===== src/rtl/serial_adder_ctrl.sv =====
// rtl/serial_adder_ctrl.sv - bit-serial adder sequenced by a three-state FSM
module serial_adder_ctrl #(
   parameter int WIDTH = 8
) (
   input  logic             clk,
   input  logic             rst,
   input  logic             start,
   input  logic [WIDTH-1:0] a,
   input  logic [WIDTH-1:0] b,
   input  logic             cin,
   output logic             busy,
   output logic             done,
   output logic [WIDTH-1:0] sum,
   output logic             cout
);

   localparam int CW = $clog2(WIDTH + 1);

   typedef enum logic [1:0] {
      IDLE = 2'b00,
      RUN  = 2'b01,
      DONE = 2'b10
   } state_t;

   state_t           state;
   logic [WIDTH-1:0] a_sh;
   logic [WIDTH-1:0] b_sh;
   logic [WIDTH-1:0] res;
   logic             carry;
   logic [CW-1:0]    cnt;

   logic s1, c1, s, c2, carry_next;

   // One full-adder cell from two half-adders; the only arithmetic in the block.
   always_comb begin
      s1         = a_sh[0] ^ b_sh[0];
      c1         = a_sh[0] & b_sh[0];
      s          = s1 ^ carry;
      c2         = s1 & carry;
      carry_next = c1 | c2;
   end

   always_ff @(posedge clk) begin
      if (rst) begin
         state <= IDLE;
         a_sh  <= '0;
         b_sh  <= '0;
         res   <= '0;
         carry <= 1'b0;
         cnt   <= '0;
         sum   <= '0;
         cout  <= 1'b0;
      end else begin
         case (state)
            IDLE: begin
               if (start) begin
                  a_sh  <= a;
                  b_sh  <= b;
                  carry <= cin;
                  cnt   <= '0;
                  state <= RUN;
               end
            end
            RUN: begin
               a_sh  <= a_sh >> 1;
               b_sh  <= b_sh >> 1;
               res   <= {s, res[WIDTH-1:1]};
               carry <= carry_next;
               cnt   <= cnt + CW'(1);
               // Publish only on the final bit so sum/cout hold the old result meanwhile.
               if (cnt == CW'(WIDTH - 1)) begin
                  sum   <= {s, res[WIDTH-1:1]};
                  cout  <= carry_next;
                  state <= DONE;
               end
            end
            DONE: state <= IDLE;
            default: state <= IDLE;
         endcase
      end
   end

   assign busy = (state == RUN);
   assign done = (state == DONE);

endmodule


===== config.mk =====
export PLATFORM = sky130hd
export DESIGN_NAME = serial_adder_ctrl
export DESIGN_NICKNAME = d
export VERILOG_FILES = /design/src/rtl/serial_adder_ctrl.sv
export SDC_FILE = /design/constraint.sdc
export NUM_CORES = 1
export LEC_CHECK = 0
export CORE_AREA = 2 2 49 73
export DETAILED_ROUTE_END_ITERATION = 6
export DIE_AREA = 0 0 51 75
export GPL_TIMING_DRIVEN = 0
export PLACE_DENSITY = 0.89
export SLEW_MARGIN = 20
export SYNTH_ARGS = -nofsm -noshare
export SYNTH_HDL_FRONTEND = slang
export SYNTH_SLANG_ARGS = --single-unit

===== constraint.sdc =====
create_clock -name clk -period 2.7 [get_ports clk]
set_input_delay 0.54 -clock clk [delete_from_list [all_inputs] [get_ports clk]]
set_output_delay 0.54 -clock clk [all_outputs]
set_load 0.03 [all_outputs]

# After elaboration in Yosys (flattened, before gate mapping)
# Index checks and enable logic that the tools add are counted.
# word_totals
ff_bits	40
inputBits	20
output_inout_bits	11
elab_cells	35
# op_classes
add_sub_neg	1
n_eq_ne	5
mux	11
bitwise_logic	5
n_reduce_logical	5
# ops
op	count
$pmux W8 S2	2
$mux W8	2
$pmux W4 S2	1
$reduce_and A2 Y1	3
$add A4 B1 Y4 const B	1
$eq A4 B3 Y1 const B	1
$mux W2	2
$mux W4	1
$pmux W2 S2	1
$and A1 B1 Y1	2
$eq A2 B1 Y1 const B	1
$eq A2 B2 Y1 const B	1
$logic_not A2 Y1	1
$ne A2 B1 Y1 const B	1
$ne A2 B2 Y1 const B	1
$pmux W1 S2	1
$reduce_bool A2 Y1	1
$xor A1 B1 Y1	2
$mux W1	1
$or A1 B1 Y1	1

# Depth between registers and ports, before layout
# depth
word_depth	4
depth_mapped	5
ltp_nobuf	4

# Worst setup path after synthesis
# No wires, ideal clock.
# synth_path
path_kind	register to output
start	register state[1]
end	output done
arrival_ns	1.065
required_time_ns	2.160
path_slack_ns	1.095
path_stages_with_launch	4
n_path_buf	1
path_cell_list	dfxtp_1 inv_1 clkbuf_1 nor2_1
# synth_between
elab_chain_cells	1
# synth_lines
element	line	rtl
from (decl)	25	state_t state;
from (signal assigned)	45	state <= IDLE;
from (signal assigned)	61	state <= RUN;
from (signal assigned)	74	state <= DONE;
$eq A2 B2 Y1	84	assign done = (state == DONE);
to (decl)	12	output logic done,
# No other way between the ends.

# Final worst setup path
# Same ends and word-level chain as after synthesis.

==> results_dict.tcl <==
set metrics [dict create \
    setup_viol 0 \
    path_clk_slew_ns 0.07 \
    h-tree-depth 2 \
    seqPwrFrac_pct 51.4 \
    rrSetupSlack_ns 1.29 \
    setup_ws_ns 0.275 \
    whs_ns 0.458 \
    rsz0062_at_grt "false" \
    io_pins 31 \
    drc 0 \
    ys.flop_type "dfxtp_1" \
    p_comb_share_pct 13.7 \
    internal-power_uw 925 \
    async_flop_share_pct 0 \
    drive_above_1_share_pct 9.05 \
    cts_buffers 5 \
    io_buffers 29 \
    via_count 1371 \
    cts-hold-fix-buffers 0 \
    period_needed_ns 2.43 \
    arrival_ns 1.89 \
    clock_latency_ns 0.30 \
    post_drt_wl_per_cell_um 13.0 \
    grt.total_usage_pct 19.5 \
    endpoint_kind "primary output" \
    synthCells 173 \
    cts_buffer_depth 2 \
    pre_cts_ws_ns 0.569 \
    power.net_switching_uw 302 \
    dpl.hpwl_mm 2.38 \
    cts_tree "built" \
    cp.required_ns 2.16 \
    wl_mm 3.26 \
    nets 231 \
    seq_area_frac_synth_pct 46.7 \
    powerDensity_nw_per_um2 581 \
    synthDistinctLibCells 32 \
    viasPerCell 5.48 \
    rows 25 \
    total_power_mw 1.23 \
    cp_slowest_stage_delay_ns 0.67 \
    min_delay_worst_endpoint "res[1]" \
    switching_share_pct 24.6 \
    first_pass_iters 4 \
    slew_headroom_pct 68.4 \
    synth_nets 195 \
    cts_resized 0 \
    grt_overflow 0 \
    gp_congestion 0.799 \
    diodes 0 \
    cp_cell_sequence "inv_1 > clkbuf_1 > nor2_1 > clkdlybuf4s50_1" \
    antenna_found_initial 0 \
    ys_warn_count 0 \
    avgSynthCellArea_um2 9.66 \
    rr_worst_depth 4 \
    worstSetupPathType "flop to primary output" \
    clockPowerShare_pct 34.9 \
    synth_top_area_share_pct 46.7 \
    drv_cap 0 \
    rr_endpoint "sum[6]" \
    peakVddDrop_mv 0.447 \
    root_buffer "clkbuf_8" \
    path_max_fanout 10 \
    max_freq_mhz 412 \
    status "complete, no violations" \
    post-route-period-util_pct 89.8 \
    final_util_pct 66.9 \
    start_kind "flop" \
    power.leakage_nw 0.764 \
    clock_sinks 39 \
    grt_max_degree 12 \
    drv_slew 0 \
    hold_start "res[1]" \
    drtIter0Drc 52 \
    synth_area_um2 1670 \
    hold_violations 0 \
    ys_seq_elements 39 \
    worst_clock_skew_ns 0.00660 \
    antenna_left 0 \
    slowest_stage "clkdlybuf4s50_1" \
    start_util_pct 52.9 \
    synth_area_leaders "dfxtp_1 (47%), nand2b_1 (8.2%), mux2i_1 (5.4%)" \
    r2r_start "cnt[0]" \
    min_path_cells 2 \
    syn2layout_area_growth_pct 26.3 \
    dieArea_um2 3830 \
    die_h_um 75 \
    grt_pass1_wl_mm 5.49 \
    coreArea_um2 3160 \
    grt_pass1_vias 1276 \
    die_w_um 51 \
    synth_top_area_cell "dfxtp_1" \
    synth_edf_count 0 \
    worstHoldPathType "flop to flop" \
    post_cts_buffers 0 \
    tns_ns 0 \
    worst_pin_slew_ns 0.472 \
]
-- metrics by stage --
stage          instances  instance area, um^2
3_3_place_gp         242                 2010
2_1_floorplan        173                 1670
4_1_cts              250                 2110
5_1_grt              250                 2110
6_report             250                 2110
3_5_place_dp         242                 2010
-- logic make-up after synthesis --
| logic type | after synthesis | synth area share [%] |
|---|---|---|
| buf+inv | 12 | 4.12 |
| fa+ha+maj | 2 | 1.95 |
| mux | 9 | 5.39 |
| flops | 39 | 46.7 |
| compound gates | 40 | 18.5 |
| simple gates | 71 | 23.4 |
-- placed cells by master (no fill, tap or decap), types with 2 or more instances in the layout --
cell type        netlist  routed
and2_1                 5       5
o22ai_1                3       3
clkbuf_1               3       4
clkbuf_8               0       7
mux2i_1                9       9
buf_6                  2       2
a221o_1                5       5
nand2b_1              22      22
buf_2                  3       3
a31oi_1                2       2
nand3b_1               3       3
a22o_1                 3       3
a211oi_1              10      10
nand3_1                2       2
dfxtp_1               39      39
nor2_1                20      20
a21oi_1                7       7
clkdlybuf4s50_1        0      29
o2bb2ai_1              7       7
nand2_1               14      14
-- cells in the mapped netlist (2+ instances only) --
master and count:
nand3_1 2, a21oi_1 7, a211oi_1 10, o2bb2ai_1 7, o22ai_1 3, clkbuf_1 3, buf_6 2, a22o_1 3
a31oi_1 2, nand3b_1 3, a221o_1 5, nor2_1 20, dfxtp_1 39, nand2_1 14, mux2i_1 9, buf_2 3
nand2b_1 22, and2_1 5
-- area by class of cell --
type | count | area, um^2
Clock buffer | 8 | 100
Buffer | 9 | 56.3
Sequential cell | 39 | 781
Timing Repair Buffer | 29 | 290
Fill cell | 254 | 1050
Inverter | 3 | 12.5
Tap cell | 40 | 50.0
Multi-Input combinational cell | 122 | 822
-- critical path: cells and delay by family (launching register included) --
kind | cells | cell delay [ns]
flops | 1 | 0.44
buf+inv | 3 | 1.00
simple gates | 1 | 0.15
-- power groups by stage --
stage                     logic (mW)  registers [mW]  clock network [mW]
after floorplan                0.115           0.638                   0
after global placement         0.165           0.642                   0
after detailed placement       0.169           0.644                   0
after CTS                      0.170           0.631               0.436
after global routing           0.185           0.635               0.456
final                          0.168           0.631               0.428
-- metal layers --
layer / vias to the layer above / share of wire [%] / track usage, %
met3: 9 / 5.1 / 4.76
li1: 678 / - / -
met5: - / 0 / 0
met4: 0 / 2.3 / 10.5
met1: 641 / 38 / 19.8
met2: 43 / 54 / 36.1
-- sequential cells by signal (all words and copies together) (netlist names) --
signal / flops
cout: 1
carry: 1
b_sh: 8
cnt: 4
state: 2
sum: 8
res: 7
a_sh: 8
-- worst max-delay path by stage --
stage,start,endpoint,cells after the start
floorplan,state[1],done,3
global placement,rst,b_sh[3],4
detailed placement,rst,a_sh[0],4
CTS,state[1],done,4
global route,state[0],busy,4
finish,state[1],done,4
(Power assumes the default switching activity.)
